==> config.mk <==
export PLATFORM = sky130hd
export DESIGN_NAME = multiplier_control_flat
export DESIGN_NICKNAME = d
export VERILOG_FILES = /design/src/rtl/multiplier_control_pkg.sv /design/src/rtl/multiplier_control_if.sv /design/src/rtl/multiplier_control_edge_detect.sv /design/src/rtl/multiplier_control.sv /design/src/flat_wrapper.sv
export SDC_FILE = /design/constraint.sdc
export NUM_CORES = 1
export LEC_CHECK = 0
export CORE_AREA = 5 5 42 44
export DETAILED_ROUTE_END_ITERATION = 16
export DIE_AREA = 0 0 47 49
export REMOVE_ABC_BUFFERS = 1
export SLEW_MARGIN = 15
export SYNTH_ARGS = -nofsm -noshare
export SYNTH_HDL_FRONTEND = slang
export SYNTH_SLANG_ARGS = --single-unit
==> constraint.sdc <==
create_clock -name Clk -period 1.5 [get_ports Clk]
set_clock_uncertainty 0.1 [all_clocks]
set_input_delay 0.225 -clock Clk [delete_from_list [all_inputs] [get_ports Clk]]
set_output_delay 0.225 -clock Clk [all_outputs]
set_load 0.01 [all_outputs]
==> src/rtl/multiplier_control_pkg.sv <==
// Shared types and constants for the shift-add multiplier control slice.
// Latency: n/a (declarations only).
// Backpressure: n/a.
//
// Contents: ctrl_state_t (sequencer states), MULT_WIDTH (default operand width).
package mult_pkg;

  localparam int MULT_WIDTH = 8;

  typedef enum logic [2:0] {
    IDLE,
    START,
    ADD,
    SHIFT,
    HOLD
  } ctrl_state_t;

endpackage

==> src/rtl/multiplier_control_if.sv <==
// Button/datapath bundle between the input synchronizers, the sequencer and the datapath.
// Latency: n/a (wires only).
// Backpressure: none; strobes are single-cycle commands with no acknowledge.
//
// master: drives Run, ClearA_LoadB, M (and Step when MULT_CTRL_STEP_EN), reads strobes/status.
// slave : the controller; reads buttons and M, drives Ld_B/Clr_A/Add/Sub/Shift/Busy/Done/Count.
interface multiplier_control_if #(
  parameter int CNT_W = 3
);
  logic             Run;
  logic             ClearA_LoadB;
  logic             M;
`ifdef MULT_CTRL_STEP_EN
  logic             Step;
`endif
  logic             Ld_B;
  logic             Clr_A;
  logic             Add;
  logic             Sub;
  logic             Shift;
  logic             Busy;
  logic             Done;
  logic [CNT_W-1:0] Count;

`ifdef MULT_CTRL_STEP_EN
  modport master (
    output Run, ClearA_LoadB, M, Step,
    input  Ld_B, Clr_A, Add, Sub, Shift, Busy, Done, Count
  );
  modport slave (
    input  Run, ClearA_LoadB, M, Step,
    output Ld_B, Clr_A, Add, Sub, Shift, Busy, Done, Count
  );
`else
  modport master (
    output Run, ClearA_LoadB, M,
    input  Ld_B, Clr_A, Add, Sub, Shift, Busy, Done, Count
  );
  modport slave (
    input  Run, ClearA_LoadB, M,
    output Ld_B, Clr_A, Add, Sub, Shift, Busy, Done, Count
  );
`endif

endinterface

==> src/rtl/multiplier_control_edge_detect.sv <==
// Rising-edge detector for an already-synchronized button level.
// Latency: rise_o is combinational from sig_i (same cycle as the new level).
// Backpressure: none.
//
// Ports: clk_i, rst_ni (sync, active-low), sig_i (level), rise_o (one-cycle pulse).
// The delay flop resets to 1 so a button held through reset never looks like a press.
module edge_detect (
  input  logic clk_i,
  input  logic rst_ni,
  input  logic sig_i,
  output logic rise_o
);

  logic sig_q;

  always_ff @(posedge clk_i) begin
    if (!rst_ni) begin
      sig_q <= 1'b1;
    end else begin
      sig_q <= sig_i;
    end
  end

  assign rise_o = sig_i & ~sig_q;

endmodule

==> src/rtl/multiplier_control.sv <==
// Sequencer turning Run / ClearA_LoadB presses into shift-add multiplier datapath strobes.
// Latency: START one cycle after the Run edge, HOLD 1 + 2*WIDTH cycles after START.
// Backpressure: none; a new Run press is only honoured back in IDLE, ClearA_LoadB ignored while Busy.
//
// Ports: Clk, Reset_n (sync, active-low), bus (multiplier_control_if.slave).
// Optional: define MULT_CTRL_STEP_EN to single-step ADD/SHIFT phases on Step rising edges.
module multiplier_control
  import mult_pkg::*;
#(
  parameter int WIDTH = MULT_WIDTH,
  parameter int CNT_W = $clog2(WIDTH)
) (
  input  logic                 Clk,
  input  logic                 Reset_n,
  multiplier_control_if.slave  bus
);

  ctrl_state_t      state_q, state_d;
  logic [CNT_W-1:0] count_q, count_d;
  logic             run_rise;
  logic             adv;       // ADD/SHIFT may complete this cycle
  logic             last_iter; // sign bit of the multiplier

  edge_detect u_run_edge (
    .clk_i  (Clk),
    .rst_ni (Reset_n),
    .sig_i  (bus.Run),
    .rise_o (run_rise)
  );

`ifdef MULT_CTRL_STEP_EN
  logic step_rise;

  edge_detect u_step_edge (
    .clk_i  (Clk),
    .rst_ni (Reset_n),
    .sig_i  (bus.Step),
    .rise_o (step_rise)
  );

  assign adv = step_rise;
`else
  assign adv = 1'b1;
`endif

  assign last_iter = (count_q == CNT_W'(WIDTH - 1));

  // State register
  always_ff @(posedge Clk) begin
    if (!Reset_n) begin
      state_q <= IDLE;
      count_q <= '0;
    end else begin
      state_q <= state_d;
      count_q <= count_d;
    end
  end

  // Next-state logic
  always_comb begin
    state_d = state_q;
    count_d = count_q;
    unique case (state_q)
      IDLE: begin
        // a load request masks a simultaneous Run press
        if (!bus.ClearA_LoadB && run_rise) state_d = START;
      end
      START: begin
        count_d = '0;
        state_d = ADD;
      end
      ADD: begin
        if (adv) state_d = SHIFT;
      end
      SHIFT: begin
        if (adv) begin
          if (last_iter) begin
            count_d = '0;
            state_d = HOLD;
          end else begin
            count_d = count_q + CNT_W'(1);
            state_d = ADD;
          end
        end
      end
      HOLD: begin
        if (!bus.Run) state_d = IDLE;
      end
      default: state_d = IDLE;
    endcase
  end

  // Output decode
  logic ld_b, clr_a, add, sub, shift, busy, done;

  always_comb begin
    ld_b  = 1'b0;
    clr_a = 1'b0;
    add   = 1'b0;
    sub   = 1'b0;
    shift = 1'b0;
    busy  = 1'b0;
    done  = 1'b0;
    unique case (state_q)
      IDLE:  ld_b = bus.ClearA_LoadB;
      START: begin
        clr_a = 1'b1;
        busy  = 1'b1;
      end
      ADD: begin
        // the final bit carries negative weight in two's complement
        add  = adv & bus.M & ~last_iter;
        sub  = adv & bus.M & last_iter;
        busy = 1'b1;
      end
      SHIFT: begin
        shift = adv;
        busy  = 1'b1;
      end
      HOLD: begin
        done = 1'b1;
        ld_b = bus.ClearA_LoadB;
      end
      default: ;
    endcase
  end

  assign bus.Ld_B  = ld_b;
  assign bus.Clr_A = clr_a;
  assign bus.Add   = add;
  assign bus.Sub   = sub;
  assign bus.Shift = shift;
  assign bus.Busy  = busy;
  assign bus.Done  = done;
  assign bus.Count = count_q;

endmodule
==> src/flat_wrapper.sv <==
// flat-port wrapper written by rule: the top's interface ports become plain ports
module multiplier_control_flat import mult_pkg::*;
#(
  parameter int WIDTH = MULT_WIDTH,
  parameter int CNT_W = $clog2(WIDTH)
)
  (Clk, Reset_n, bus_Run, bus_ClearA_LoadB, bus_M, bus_Ld_B, bus_Clr_A, bus_Add, bus_Sub, bus_Shift, bus_Busy, bus_Done, bus_Count);
  multiplier_control_if #(.CNT_W(CNT_W)) bus_i ();
  input  logic Clk;
  input  logic Reset_n;
  input wire logic [$bits(bus_i.Run)-1:0] bus_Run;
  input wire logic [$bits(bus_i.ClearA_LoadB)-1:0] bus_ClearA_LoadB;
  input wire logic [$bits(bus_i.M)-1:0] bus_M;
  output wire logic [$bits(bus_i.Ld_B)-1:0] bus_Ld_B;
  output wire logic [$bits(bus_i.Clr_A)-1:0] bus_Clr_A;
  output wire logic [$bits(bus_i.Add)-1:0] bus_Add;
  output wire logic [$bits(bus_i.Sub)-1:0] bus_Sub;
  output wire logic [$bits(bus_i.Shift)-1:0] bus_Shift;
  output wire logic [$bits(bus_i.Busy)-1:0] bus_Busy;
  output wire logic [$bits(bus_i.Done)-1:0] bus_Done;
  output wire logic [$bits(bus_i.Count)-1:0] bus_Count;
  assign bus_i.Run = bus_Run;
  assign bus_i.ClearA_LoadB = bus_ClearA_LoadB;
  assign bus_i.M = bus_M;
  assign bus_Ld_B = bus_i.Ld_B;
  assign bus_Clr_A = bus_i.Clr_A;
  assign bus_Add = bus_i.Add;
  assign bus_Sub = bus_i.Sub;
  assign bus_Shift = bus_i.Shift;
  assign bus_Busy = bus_i.Busy;
  assign bus_Done = bus_i.Done;
  assign bus_Count = bus_i.Count;
  multiplier_control #(.WIDTH(WIDTH), .CNT_W(CNT_W)) u_core (.Clk(Clk), .Reset_n(Reset_n), .bus(bus_i));
endmodule
==> results of run 1 <==
synth_stat cells:
master    count  area share
a21boi_2      2       0.063
nor2b_4       1       0.038
a21boi_1      1       0.021
o21ai_1       1       0.014
a21oi_1       1       0.014
nand2_1       5       0.052
and3_1        1       0.017
dfxtp_1       7        0.39
nand3b_1      1       0.021
nand3_1       6       0.084
nor2_1        7       0.073
nand2b_1      3       0.052
buf_4         1       0.021
ha_1          2       0.070
and2_1        3       0.052
nor2_2        1       0.017
layer usage:
metal,wire [um],track usage
met1,390,0.108
met2,523,0.167
met3,83,0.0258
met4,4,0.0691
met5,0,0
state kept, by name, indices dropped and copies added, names as in the netlist:
register                 count
u_core.bus.Count             3
u_core.u_run_edge.sig_q      1
u_core.state_q               3
worst min-delay path, delay by kind of cell, from the launching register on:
kind / cells / cell delay [ns]
DFF: 1 / 0.31
AOI/OAI and AO/OA: 1 / 0.13
and+or+nand+nor: 2 / 0.09
cells by family after synthesis:
| logic type | after synthesis | share of synthesized area |
|---|---|---|
| AOI/OAI and AO/OA | 5 | 0.111 |
| adders and majority gates | 2 | 0.0697 |
| buffers and inverters | 1 | 0.0209 |
| DFF | 7 | 0.390 |
| and+or+nand+nor | 28 | 0.408 |
stage by stage:
stage | instance area [sq um] | total power, mW | setup TNS [ns]
global placement | 572 | 0.253 | -0.820
floorplan | 352 | 0.218 | 0
detailed placement | 572 | 0.253 | -0.881
CTS | 629 | 0.430 | -0.259
finish | 633 | 0.424 | -0.144
global route | 633 | 0.443 | -0.274
timing repair:
action                     4_1_cts  5_1_grt
resized for setup               27       14
setup endpoints to repair       10        7
buffers inserted                 1        0
hold buffers                     0        0
pin swaps                        3        1
cell type report:
type,instances,share of cell area
timing repair buffer,23,0.285
multi-input combinational,35,0.401
tap,16,0.0316
sequential,7,0.241
clock buffer,4,0.0415
path summary, 6_finish.rpt:
| path | startpoint | to | slack (ns) |
|---|---|---|---|
| setup / recovery | u_core.bus.Count[1] | bus_Add | -0.09 |
| hold / removal | u_core.u_run_edge.sig_q | u_core.state_q[0] | 0.45 |
| setup reg to reg | u_core.bus.Count[1] | u_core.state_q[1] | 0.23 |
| hold reg to reg | u_core.u_run_edge.sig_q | u_core.state_q[0] | 0.45 |
power by group:
group          switching (mW)  internal (mW)
Sequential            0.00615          0.188
Combinational          0.0223         0.0284
Clock                  0.0772          0.102
Total                   0.106          0.318
==> results.yml, run 1 <==
placement:
  port_buffers: 14
  pre_cts_ws_ns: -0.332
  dp_cells: 80
  hpwl_um: 741
  place.gp.congestion: 0.721
timing:
  worst_pin_slew_ns: 0.247
  fin_ws_ns: -0.0864
  fmaxAchievable_mhz: 630
  grt_setup_unrepaired: "true"
  post-route-min-period_ns: 1.59
  slew-limit-headroom: 0.835
  setup_viol: 2
  timing.final.crit_share: 1.06
  slew_violations: 0
  hold_viol: 0
  whs_ns: 0.453
yosys:
  syn_area_sq_um: 359
  syn_avg_cell_area_sq_um: 8.35
  yosysUniqueCellTypes: 16
  yosysWarnings: 0
  synthesis.instances: 43
  synth_seq_cells: 7
  ys_seq_area_frac: 0.390
setup_path:
  critical_path_depth: 5
  path_cells: "ha_4 > ha_4 > nand2b_4 > nor2_2 > buf_2"
  ff2ff_path_depth: 6
  critical_path_class: "register to output port"
  worst-path-buf-inv: 1
  startpoint_type: "register"
  crit_path_top_delay_cell: "dfxtp_2"
  crit_fanout: 2
  slowest_delay_ns: 0.33
  cp.arrival_ns: 1.26
  cp-end-kind: "output port"
  crit_required_ns: 1.17
  critical_path.top_delay_family: "flip-flops"
  crit_top_cell: "ha_4"
cells_and_area:
  final_common_cell: "buf_4"
  final_cell_mix: "buf_4 (8), nor2_1 (6), nand3_1 (6)"
  fillers: 156
  ff_latch_area_sq_um: 153
  instances_no_fill: 85
  multiInputGateArea_sq_um: 254
  drive_gt1_frac: 0.478
  nets: 77
  final_util: 0.452
  antennaDiodeCount: 0
  synthToLayoutAreaGrowth_pct: 76.3
global_routing:
  antenna_found_initial: 0
  grt_start_max_net_pins: 9
  grt_pass1_vias: 399
  gr-total-overflow: 0
  grt_pass1_wl_mm: 1.68
  grt_usage: 0.102
routing:
  wl_mm: 1.00
  viasPerCell: 4.68
  final_antenna_net_count: 0
  first_iter_violations: 10
  num_vias: 398
  drc: 0
  detail_route.wl_per_cell_um: 11.8
  dr.pass1.iters: 4
clock_tree:
  cts_tree: "done"
  path_clk_slew_ns: 0.06
  clock-root-buffer: "clkbuf_4"
  cts_max_level: 1
  cts_sinks: 7
  cts_buffers: 3
  clk_latency_ns: 0.25
  clockBufferDepth: 2
floorplanning:
  die_w_um: 47
  die_area_sq_um: 2300
  start_util: 0.256
  die_h_um: 49
  fp-row-count: 14
  io-pin-count: 15
  core_area_sq_um: 1400
pwr:
  powerDensity_nw_per_um2: 670
  p_leak_nw: 0.296
  ir_worst_vdd_uv: 329
min_path:
  hold_depth: 3
  min_path_type: "register to register"
run_status:
  violations: "setup timing"
  status: "finished, violations left"
flow_run:
  maxCapViolations: 0
(Power assumes the default switching activity.)
==> inputs of run 2 (changes only) <==
Settings changed: CTS_CLUSTER_SIZE from default to 30.
==> results of run 2 <==
The final DEF is identical to that of run 1; final timing and power are the same.
